$ cat src/rtl/alu_share_arbiter_pkg.sv
// Shared definitions for the ALU-sharing arbiter: opcode encodings, legality check, FSM states.
package alu_share_arbiter_pkg;

  localparam int unsigned AluOpw = 6;

  localparam logic [AluOpw-1:0] OpSll = 6'b000100;
  localparam logic [AluOpw-1:0] OpSrl = 6'b000110;
  localparam logic [AluOpw-1:0] OpSra = 6'b000111;
  localparam logic [AluOpw-1:0] OpAdd = 6'b100000;
  localparam logic [AluOpw-1:0] OpSub = 6'b100010;
  localparam logic [AluOpw-1:0] OpAnd = 6'b100100;
  localparam logic [AluOpw-1:0] OpOr  = 6'b100101;
  localparam logic [AluOpw-1:0] OpXor = 6'b100110;
  localparam logic [AluOpw-1:0] OpSeq = 6'b101000;
  localparam logic [AluOpw-1:0] OpSne = 6'b101001;
  localparam logic [AluOpw-1:0] OpSlt = 6'b101010;
  localparam logic [AluOpw-1:0] OpSgt = 6'b101011;
  localparam logic [AluOpw-1:0] OpSle = 6'b101100;
  localparam logic [AluOpw-1:0] OpSge = 6'b101101;

  typedef enum logic [1:0] {
    StIdle,
    StExec,
    StResp
  } arb_state_e;

  function automatic logic is_legal_op(logic [AluOpw-1:0] op);
    case (op)
      OpSll, OpSrl, OpSra, OpAdd, OpSub, OpAnd, OpOr, OpXor,
      OpSeq, OpSne, OpSlt, OpSgt, OpSle, OpSge: is_legal_op = 1'b1;
      default: is_legal_op = 1'b0;
    endcase
  endfunction

endpackage

$ cat src/rtl/alu_share_arbiter_rr_arb.sv
// NREQ-way round-robin picker: searches from last+1 with wrap, returns one-hot grant and index.
module alu_share_arbiter_rr_arb #(
  parameter int unsigned NREQ = 2,
  parameter int unsigned IW   = 1
) (
  input  logic [NREQ-1:0] req,
  input  logic [IW-1:0]   last,
  output logic [NREQ-1:0] gnt,
  output logic [IW-1:0]   idx,
  output logic            any
);

  int unsigned j;

  always_comb begin
    gnt = '0;
    idx = '0;
    any = 1'b0;
    j   = 0;
    for (int unsigned k = 1; k <= NREQ; k++) begin
      j = (32'(last) + k) % NREQ;
      if (!any && req[j]) begin
        any    = 1'b1;
        gnt[j] = 1'b1;
        idx    = IW'(j);
      end
    end
  end

endmodule

$ cat src/rtl/alu_share_arbiter.sv
// Shares one combinational ALU between NREQ requesters: round-robin accept, registered operands,
// sample after ALU_LAT cycles, return result on a per-requester valid/ready response channel.
module alu_share_arbiter
  import alu_share_arbiter_pkg::*;
#(
  parameter int unsigned NREQ    = 2,
  parameter int unsigned WIDTH   = 32,
  parameter int unsigned OPW     = 6,
  parameter int unsigned ALU_LAT = 1
) (
  input  logic                  clk,
  input  logic                  rst_n,
  input  logic [NREQ-1:0]       req_valid,
  output logic [NREQ-1:0]       req_ready,
  input  logic [NREQ*WIDTH-1:0] req_a,
  input  logic [NREQ*WIDTH-1:0] req_b,
  input  logic [NREQ*OPW-1:0]   req_op,
  output logic [NREQ-1:0]       rsp_valid,
  input  logic [NREQ-1:0]       rsp_ready,
  output logic [WIDTH-1:0]      rsp_data,
  output logic                  rsp_err,
  output logic [WIDTH-1:0]      alu_a,
  output logic [WIDTH-1:0]      alu_b,
  output logic [OPW-1:0]        alu_op,
  input  logic [WIDTH-1:0]      alu_out
);

  localparam int unsigned IW = (NREQ > 1) ? $clog2(NREQ) : 1;
  localparam int unsigned LW = (ALU_LAT > 1) ? $clog2(ALU_LAT) : 1;

  arb_state_e      state_q;
  logic [IW-1:0]   gnt_idx_q;
  logic [IW-1:0]   last_q;
  logic [LW-1:0]   lat_cnt_q;

  logic [NREQ-1:0] arb_gnt;
  logic [IW-1:0]   arb_idx;
  logic            arb_any;
  logic [WIDTH-1:0] sel_a;
  logic [WIDTH-1:0] sel_b;
  logic [OPW-1:0]   sel_op;
  logic             op_legal;

  alu_share_arbiter_rr_arb #(
    .NREQ (NREQ),
    .IW   (IW)
  ) u_rr_arb (
    .req  (req_valid),
    .last (last_q),
    .gnt  (arb_gnt),
    .idx  (arb_idx),
    .any  (arb_any)
  );

  always_comb begin
    sel_a    = req_a[32'(arb_idx) * WIDTH +: WIDTH];
    sel_b    = req_b[32'(arb_idx) * WIDTH +: WIDTH];
    sel_op   = req_op[32'(arb_idx) * OPW +: OPW];
    op_legal = is_legal_op(AluOpw'(sel_op));
  end

  // Ready is only offered while idle so at most one op is ever in flight.
  assign req_ready = (state_q == StIdle) ? arb_gnt : '0;

  always_ff @(posedge clk or negedge rst_n) begin
    if (!rst_n) begin
      state_q   <= StIdle;
      gnt_idx_q <= '0;
      last_q    <= IW'(NREQ - 1);
      lat_cnt_q <= '0;
      alu_a     <= '0;
      alu_b     <= '0;
      alu_op    <= '0;
      rsp_valid <= '0;
      rsp_data  <= '0;
      rsp_err   <= 1'b0;
    end else begin
      unique case (state_q)
        StIdle: begin
          if (arb_any) begin
            gnt_idx_q <= arb_idx;
            lat_cnt_q <= '0;
            if (op_legal) begin
              alu_a   <= sel_a;
              alu_b   <= sel_b;
              alu_op  <= sel_op;
              state_q <= StExec;
            end else begin
              // Illegal ops never reach the ALU; answer immediately with an error.
              rsp_data  <= '0;
              rsp_err   <= 1'b1;
              rsp_valid <= arb_gnt;
              state_q   <= StResp;
            end
          end
        end
        StExec: begin
          if (lat_cnt_q == LW'(ALU_LAT - 1)) begin
            rsp_data  <= alu_out;
            rsp_err   <= 1'b0;
            rsp_valid <= NREQ'(1) << gnt_idx_q;
            alu_op    <= '0;
            state_q   <= StResp;
          end else begin
            lat_cnt_q <= lat_cnt_q + 1'b1;
          end
        end
        StResp: begin
          if (rsp_ready[gnt_idx_q]) begin
            rsp_valid <= '0;
            last_q    <= gnt_idx_q;
            state_q   <= StIdle;
          end
        end
        default: state_q <= StIdle;
      endcase
    end
  end

endmodule

$ cat config.mk
export PLATFORM = sky130hd
export DESIGN_NAME = alu_share_arbiter
export DESIGN_NICKNAME = d
export VERILOG_FILES = /design/src/rtl/alu_share_arbiter_pkg.sv /design/src/rtl/alu_share_arbiter_rr_arb.sv /design/src/rtl/alu_share_arbiter.sv
export SDC_FILE = /design/constraint.sdc
export NUM_CORES = 1
export LEC_CHECK = 0
export BUFFER_PORTS_ARGS = -buffer_cell sky130_fd_sc_hd__buf_2
export CORE_MARGIN = 8
export CORE_UTILIZATION = 40
export CTS_BUF_LIST = sky130_fd_sc_hd__clkbuf_16
export DETAILED_ROUTE_END_ITERATION = 10
export GPL_TIMING_DRIVEN = 0
export MAX_ROUTING_LAYER = met4
export PLACE_DENSITY = 0.75
export SLEW_MARGIN = 20
export SYNTH_ARGS = -nofsm -noshare
export SYNTH_HDL_FRONTEND = slang
export SYNTH_SLANG_ARGS = --single-unit
$ cat constraint.sdc
create_clock -name clk -period 2 [get_ports clk]
set_input_delay 0.4 -clock clk [delete_from_list [all_inputs] [get_ports clk]]
set_output_delay 0.4 -clock clk [all_outputs]
set_load 0.02 [all_outputs]
After elaboration in Yosys (flattened, before gate mapping)
Memory sizes are Yosys's and may differ from the RTL's. Cells that the tools add are included.

ROM bits: 64. Memories kept: 1. Input port bits: 178. Flip-flop bits (word level): 110. Output and inout bits: 107.

Memory list: (no name shown) (depth 64, width 1, rd ports 1, clocked after Yosys merged registers in 0, write ports 0, RTL line alu_share_arbiter_pkg.sv:28) `case (op)`.

Reduce and logical (&&, ||, !) cells: 15. Add/sub/neg operators: 3. Bitwise logic cells: 1. Multipliers: 1. Equality and inequality tests: 7. $lt $le $gt $ge: 5. Mux-type cells: 41. Shift operators: 4.

Operators by type and width (number): 64-bit by 7-bit indexed part select with 32-bit output (2); 32-bit two-way mux (3); 32-bit one-hot mux with 2 select lines (1); 2-bit two-way mux (10); 6-bit two-way mux (3); 1-bit two-way mux (17); 2-bit one-hot mux with 3 select lines (2); 6-bit one-hot mux with 2 select lines (1); 12-bit by 5-bit indexed part select with 6-bit output (1); 2-bit inequality test, second input constant (5); 4-bit AND reduction (2); 1-bit by 2-bit < comparator with 1-bit output, second input constant (3); 2-bit AND reduction (3); 3-bit AND reduction (2); 5-bit AND reduction (1); 1-bit one-hot mux with 2 select lines (2); 1-bit adder, second input constant (3); 1-bit logical AND (3); 1-bit by 2-bit multiplier with 3-bit output, second input constant (1); 3-bit nonzero test (1); 1-bit demux with 1-bit select (2); 2-bit by 1-bit equality test with 1-bit output, second input constant (1); 2-bit equality test, second input constant (1); 1-bit >= comparator, second input constant (2); other kinds (5) (5).

Logic depth before layout (Yosys ltp)
Gate-level depths: netlist of the first run. An unclocked memory read counts as a cell.

Depth after elaboration: 13. Depth in mapped cells: 10.

By module
From an unflattened synthesis of the first run, not the netlist that was laid out.

Cells, all modules: 435. Area, all modules: 4903.5 µm².

Modules (own cells, without submodules): alu_share_arbiter (area each 4870.9 µm², cells each 430, instances 1, sequential area each 2728.9 µm²); alu_share_arbiter_rr_arb (area each 32.5 µm², cells each 5, instances 1, sequential area each 0.0 µm²).

Least setup slack after synthesis of the first run
OpenSTA, ideal clock, no wires.

Kind: reg-to-reg. Start point: register last_q. End point: register alu_op[0]. Clock period less this slack: 1.924 ns. Setup time: 0.133 ns. Arrival time: 1.791 ns. Setup slack: 0.076 ns. Path buffers: 2. Stages on the path, launching flop included: 8. Data required time: 1.867 ns. Cells stage by stage: dfstp_2 > a21boi_2 > o32a_2 > o21ai_2 > buf_4 > buf_8 > mux2i_1 > o21ai_1.

Cells in the longest elaborated chain, start to end: 12. Elaborated cells on any way between the ends: 21.

Ends and longest elaborated chain: start: declaration (RTL line alu_share_arbiter.sv:33) `logic [IW-1:0] last_q;`; start signal: assignment (RTL line alu_share_arbiter.sv:69) `last_q <= IW'(NREQ - 1);`; start signal: assignment (RTL line alu_share_arbiter.sv:111) `last_q <= gnt_idx_q;`; 1-bit adder (RTL line alu_share_arbiter_rr_arb.sv:21) `j = (32'(last) + k) % NREQ;`; 1-bit two-way mux (not written as such) (2 in series) (RTL line alu_share_arbiter_rr_arb.sv:22) `if (!any && req[j]) begin`; 1-bit two-way mux (RTL line alu_share_arbiter_rr_arb.sv:22); 1-bit zero test (RTL line alu_share_arbiter_rr_arb.sv:22); 1-bit logical AND (RTL line alu_share_arbiter_rr_arb.sv:22); 1-bit two-way mux (RTL line alu_share_arbiter_rr_arb.sv:22); 1-bit by 2-bit multiplier with 3-bit output (RTL line alu_share_arbiter.sv:58) `sel_op = req_op[32'(arb_idx) * OPW +: OPW];`; 12-bit by 5-bit indexed part select with 6-bit output (RTL line alu_share_arbiter.sv:58); memory 64 x 1 bit / 6-bit two-way mux (equally long branches); 2-bit inequality test (no line) / 6-bit two-way mux (equally long branches); 4-bit AND reduction (no line) / 6-bit one-hot mux with 2 select lines (equally long branches); end signal: assignment (RTL line alu_share_arbiter.sv:86) `alu_op <= sel_op;`; end: declaration (RTL line alu_share_arbiter.sv:24) `output logic [OPW-1:0] alu_op,`.

Several ways; a longest one is shown, not always the timed one. The select of a mux whose other input is x is not followed. A chain may end at the register's enable or synchronous reset.

Worst setup path in the final report of the first run
Start point: register last_q. End point: register alu_op[1].

The elaborated chain is that of the path after synthesis.

==> results.cfg, run 1 <==
[yosys]
ys_seq_elements = 109
yosysUniqueCellTypes = 39
synth_nets = 645
synth-main-ff-cell = dfrtp_1
synth_area_per_cell_sq_um = 10.8
synth_edf_count = 0
syn_area_sq_um = 5010
ys_async_sr_fraction_pct = 100
synthesis.instances = 463
synth_warnings = 0
ys_seq_area_share_pct = 54.5

[power]
clockPowerShare_pct = 16.1
switching_share_pct = 42.0
power.leakage_nw = 4.24
seq_power_share_pct = 34.1
switching_power_mw = 4.70
intPower_mw = 6.48
p_comb_share_pct = 49.8
peakVddDrop_uv = 783
powerDensity_nw_per_um2 = 1460

[place]
place_area_sq_um = 6680
dpl_worst_slack_ns = -0.569
portBuffers = 284
place_hpwl_mm = 12.8
place.gp.congestion = 0.870
place_inst = 920

[critical_path]
critPathLaunchType = register
slowest_delay_ns = 0.40
arrival_ns = 2.24
worst_setup_path_end_kind = register
required_ns = 2.21
cpMaxStageDelayCell = dfstp_2
cpMostUsedCell = buf_6
crit_chain = a21bo_1, buf_6, a21o_1, o32a_4, o21ai_4, buf_6, buf_8, mux2i_1, o21ai_1
worstRegToRegCells = 9
crit_fanout = 6
crit_type = register to register

[floorplanning]
io_pins = 285
core_area_sq_um = 12400
dieArea_sq_um = 16400
row_count = 41
dieWidth_microns = 128
die_h_microns = 128
start_util_pct = 40.3

[outcome]
status = complete, but fails checks
violations = negative setup slack

[grt]
track_usage_pct = 20.7
grt-ovfl-total = 0
grt_pass1_wl_mm = 26.0
antenna_found_initial = 0
grt_max_degree = 81
grt_pass1_vias = 5079

[route]
drtPass1Iterations = 4
via_count = 4747
antenna_left = 0
viasPerCell = 4.93
routedWlPerCell_microns = 17.9
drc_errors = 0
drt_iter0_drc = 160
drt_wl_total_mm = 17.2

[clocking]
cts_made_buffers = 9
tritoncts = built
worstSkewPairLatency_ns = 0.34
clk_pin_slew_ns = 0.07
cts_max_level = 3
cts_sinks = 109
ctsLongestPathBuffers = 2
cts-root-buf = clkbuf_16

[min_path]
whs_path_depth = 2
hp-class = input port to register

[layout]
syn_to_final_growth_pct = 52.4
final_common_cell = buf_2
final_cells = 962
layout_common_cells = 285 x buf_2, 108 x dfrtp_1, 70 x nand2_1, 70 x mux2i_1, 47 x o21ai_0
finalInstanceArea_sq_um = 7630
drive_gt1_share_pct = 50.3
antennaDiodeCount = 0
nets = 967

[sta]
hold_viol = 0
fin_skew_ns = 0.00606
fmax_mhz = 492
period_minus_slack_ns = 2.03
fin_setup_tns_ns = -0.125
setup_violations = 7
max_slew_margin_pct = 66.4
worst_slew_pin_slew_ns = 0.504
fin_crit_sh_pct = 102
rsz0062_at_grt = yes
hold_slack_ns = 0.263
drv_slew = 0
layout_setup_ws_ns = -0.0314

[run]
cap_violations = 0
## through the flow
step / util, % / power, mW
3_5_place_dp: 53.8 / 8.61
2_1_floorplan: - / 6.71
5_1_grt: 61.5 / 11.9
3_3_place_gp: 53.5 / 8.51
4_1_cts: 57.9 / 10.6
6_report: 61.5 / 11.2
## cells by family (layout without fill, tap and decap cells)
kind of cell | after synthesis | in the layout | share of synthesized area (%)
mux | 73 | 73 | 14.6
fa+ha+maj | 4 | 4 | 1.00
buf+inv | 38 | 365 | 3.97
simple gates | 109 | 109 | 8.92
compound gates | 130 | 130 | 16.9
flops | 109 | 109 | 54.5
## routing by layer
layer | vias up | GRT usage (%) | share of wire (%)
met1 | 2236 | 23.3 | 40
met3 | 17 | 5.78 | 8.5
met5 | - | - | 0
li1 | 2283 | - | -
met2 | 211 | 35.0 | 51
met4 | 0 | 6.78 | 1.3
## synthesized netlist by cell type, types with 4 or more instances
cell type	number	share of area [%]
nand2_1	85	6.4
clkbuf_1	11	0.82
a21oi_1	9	0.90
nor2_1	5	0.37
nand3_1	7	0.70
o21ai_1	5	0.50
nand2b_1	5	0.62
ha_1	4	1.0
o21ai_0	70	7.0
dfrtp_1	108	54
buf_4	4	0.60
a22o_1	32	5.6
inv_1	7	0.52
buf_2	10	1.0
mux2i_1	71	14
## flip-flops by register name, indices dropped and copies added (netlist names)
register / count
rsp_err: 1
last_q: 1
alu_b: 32
state_q: 2
rsp_data: 32
rsp_valid: 2
alu_op: 6
gnt_idx_q: 1
alu_a: 32
## power by group through the flow
stage / sequential (mW) / clock [mW] / combinational, mW
final: 3.81 / 1.80 / 5.56
after global routing: 3.94 / 1.95 / 6.04
after CTS: 3.77 / 1.84 / 5.01
after detailed placement: 3.77 / 0 / 4.84
after global placement: 3.77 / 0 / 4.75
after floorplan: 4.94 / 0 / 1.77
## worst max-delay path, delay by kind of cell, from the launching register on
| family | cells | cell delay, ns |
|---|---|---|
| buffers and inverters | 3 | 0.45 |
| flip-flops | 1 | 0.40 |
| AO/OA/AOI/OAI | 5 | 0.85 |
| multiplexers | 1 | 0.20 |
## final cells by class
class                           count  area (sq um)
Fill cell                        1080          4780
Inverter                            7          26.3
Clock buffer                        9           225
Clock inverter                      7          75.1
Multi-Input combinational cell    316          2280
Sequential cell                   109          2730
Buffer                             28           275
Tap cell                          172           215
Timing Repair Buffer              314          1810
## worst paths after layout
path	from	to	slack [ns]
max in group asynchronous	rst_n	alu_a[16]$_DFFE_PN0P_	0.83
hold reg to reg	alu_b[15]$_DFFE_PN0P_	alu_b[15]$_DFFE_PN0P_	0.48
setup reg to reg	last_q$_DFFE_PN1P_	alu_op[1]$_DFFE_PN0P_	-0.03
min in group asynchronous	rst_n	rsp_data[26]$_DFFE_PN0P_	0.49
setup / recovery	last_q$_DFFE_PN1P_	alu_op[1]$_DFFE_PN0P_	-0.03
hold / removal	alu_out[13]	rsp_data[13]$_DFFE_PN0P_	0.26
## repair_timing
item,CTS,global route
gates cloned,1,8
pin swaps,7,45
hold buffers,1,0
gates resized for setup,31,107
endpoints found under the setup margin,106,104
endpoints found under the hold margin,28,0
setup buffers,9,10
Power figures use the tool's default switching activity.
==> run 2: changes to the inputs <==
- SYNTH_HIERARCHICAL: default -> 1
==> results.cfg, run 2 <==
[clocking]
cts-root-buf = clkbuf_16
worstSkewPairLatency_ns = 0.34
cts_made_buffers = 9
clk_pin_slew_ns = 0.07
cts_sinks = 109
tritoncts = built
cts_max_level = 3
ctsLongestPathBuffers = 2

[critical_path]
r2r_slack_ns = -0.42
crit_start = last_q$_DFFE_PN1P_
crit_chain = a21boi_4, buf_6, mux2i_4, and2_4, o32ai_4, nand4_1, buf_6, buf_8, buf_8, buf_6, nand2_1, o21ai_1
slowest_delay_ns = 0.56
required_ns = 2.22
crit_fanout = 6
r2r_start = last_q$_DFFE_PN1P_
crit_buf_inv = 5
cpMostUsedCell = buf_6
cpMaxStageDelayCell = dfstp_2
worst_setup_path_end_kind = register
crit_type = register to register
arrival_ns = 2.63
cp_top_family = buffers and inverters
critPathLaunchType = register

[sta]
period_minus_slack_ns = 2.42
fin_skew_ns = 0.0110
rsz0062_at_grt = yes
fmax_mhz = 414
hold_viol = 0
hold_slack_ns = 0.00244
drv_slew = 0
layout_setup_ws_ns = -0.415
setup_violations = 107
fin_crit_sh_pct = 121
max_slew_margin_pct = 50.9
worst_slew_pin_slew_ns = 0.736
fin_setup_tns_ns = -33.63

[grt]
track_usage_pct = 20.4
grt-ovfl-total = 0
antenna_found_initial = 1
grt_pass1_vias = 5040
grt_pass1_wl_mm = 25.4
grt_max_degree = 58

[yosys]
yosysMostFrequentCell = dfrtp_1
yosys.area.top_type = dfrtp_1
yosysUniqueCellTypes = 36
ys_seq_elements = 109
synth-main-ff-cell = dfrtp_1
synth_top_area_share_pct = 55.1
ys_seq_area_share_pct = 55.7
syn_area_sq_um = 4900
synth_nets = 617
ys_async_sr_fraction_pct = 100
synth_area_leaders = dfrtp_1 55%, mux2i_1 14%, a22o_1 5.7%
synth_warnings = 6
yosys-top-cells-count = 108 x dfrtp_1, 70 x mux2i_1, 69 x nand2_1
synth_area_per_cell_sq_um = 11.3
synthesis.instances = 435
synth_edf_count = 0

[outcome]
violations = negative setup slack
status = complete, but fails checks

[route]
drt_iter0_drc = 262
wl_met2_mm = 8.53
drc_errors = 0
antenna_left = 0
met1_length_mm = 6.57
drtPass1Iterations = 4
drt_wl_total_mm = 16.8
routedWlPerCell_microns = 18.7
viasPerCell = 5.13
top_layer = met4
via_count = 4598
wl_met3_mm = 1.52

[layout]
nets = 925
syn_to_final_growth_pct = 47.8
final_common_cell = buf_2
drive_gt1_share_pct = 51.6
layout_common_cells = 287 x buf_2, 108 x dfrtp_1, 67 x mux2i_1, 55 x nand2_1, 34 x o21ai_1
final_cells = 896
top_regs = alu_a: 32 flops, alu_b: 32 flops, rsp_data: 32 flops

[power]
peakVddDrop_uv = 676
power.leakage_nw = 3.96
powerDensity_nw_per_um2 = 1400

[place]
place_inst = 867
portBuffers = 284
place.gp.congestion = 0.852
dpl_worst_slack_ns = -0.888
place_hpwl_mm = 13.3

[floorplanning]
row_count = 40
die_h_microns = 127
io_pins = 285
start_util_pct = 40.8
dieArea_sq_um = 16100
core_area_sq_um = 12000
dieWidth_microns = 127

[run]
cap_violations = 0

[min_path]
hp-class = input port to asynchronous set/reset pin
run 2: cell types whose count changed after synthesis, moves of 3 or more:
cell      change
a21oi_1       -4
buf_2         +3
mux2_2        +3
nand2_1      -16
nand2b_1      -5
nand3_1       -5
o211ai_1      +4
o21ai_0      -14
o21ai_1       +6
o31ai_1       +4
run 2: layout make-up:
type                            instances  area [sq um]
Antenna cell                            1          2.50
Tap cell                              147           184
Inverter                                8          30.0
Timing Repair Buffer                  297          1580
Sequential cell                       109          2730
Clock inverter                          7          50.0
Multi-Input combinational cell        287          2170
Buffer                                 31           282
Clock buffer                            9           225
Fill cell                             999          4760
run 2: cells by family (layout without fill, tap and decap cells):
logic type	after synthesis	in the layout	synth area share, %
flip-flops	109	109	55.7
multiplexers	77	77	16.2
other	0	1	0
adder cells (fa/ha/maj)	4	4	1.02
buffers and inverters	39	352	4.01
AO/OA/AOI/OAI	125	125	16.6
AND/OR/NAND/NOR	81	81	6.53
run 2: report_power, final:
group,leakage (nW),switching [mW],internal (mW)
logic,2.43,2.95,1.88
registers,1.40,0.550,3.14
clock network,0.134,0.809,0.850
run 2: metal layers:
metal	vias up	global-route usage (%)
met3	16	6.49
met5	-	-
met4	0	4.76
li1	2170	-
met2	216	36.1
met1	2196	21.8
run 2: worst paths after layout:
path | depth (start not counted) | to
hold / removal | 1 | rsp_data[15]$_DFFE_PN0P_
max in group asynchronous | 2 | last_q$_DFFE_PN1P_
hold reg to reg | 2 | alu_b[0]$_DFFE_PN0P_
setup / recovery | 12 | alu_b[19]$_DFFE_PN0P_
setup reg to reg | 12 | alu_b[19]$_DFFE_PN0P_
min in group clk | 2 | rsp_data[29]$_DFFE_PN0P_
run 2: what timing repair did:
action,4_1_cts,5_1_grt
pin swaps,7,7
gates resized for setup,61,56
endpoints found under the setup margin,110,109
buffers inserted,6,1
cloned,3,2
hold buffers,0,0
run 2: stage by stage:
stage	utilization [%]	area (sq um)	power [mW]
2_1_floorplan	-	4950	6.39
3_3_place_gp	54.6	6560	8.01
3_5_place_dp	54.9	6590	8.16
4_1_cts	58.8	7060	10.0
5_1_grt	60.3	7250	10.8
6_report	60.3	7250	10.2
run 2: worst register-to-register path, stage by stage, from the launching register on:
cell      delay, ns
dfstp_2        0.56
a21boi_4       0.06
buf_6          0.15
mux2i_4        0.20
and2_4         0.17
o32ai_4        0.32
nand4_1        0.15
buf_6          0.16
buf_8          0.13
buf_8          0.13
buf_6          0.13
nand2_1        0.06
o21ai_1        0.07
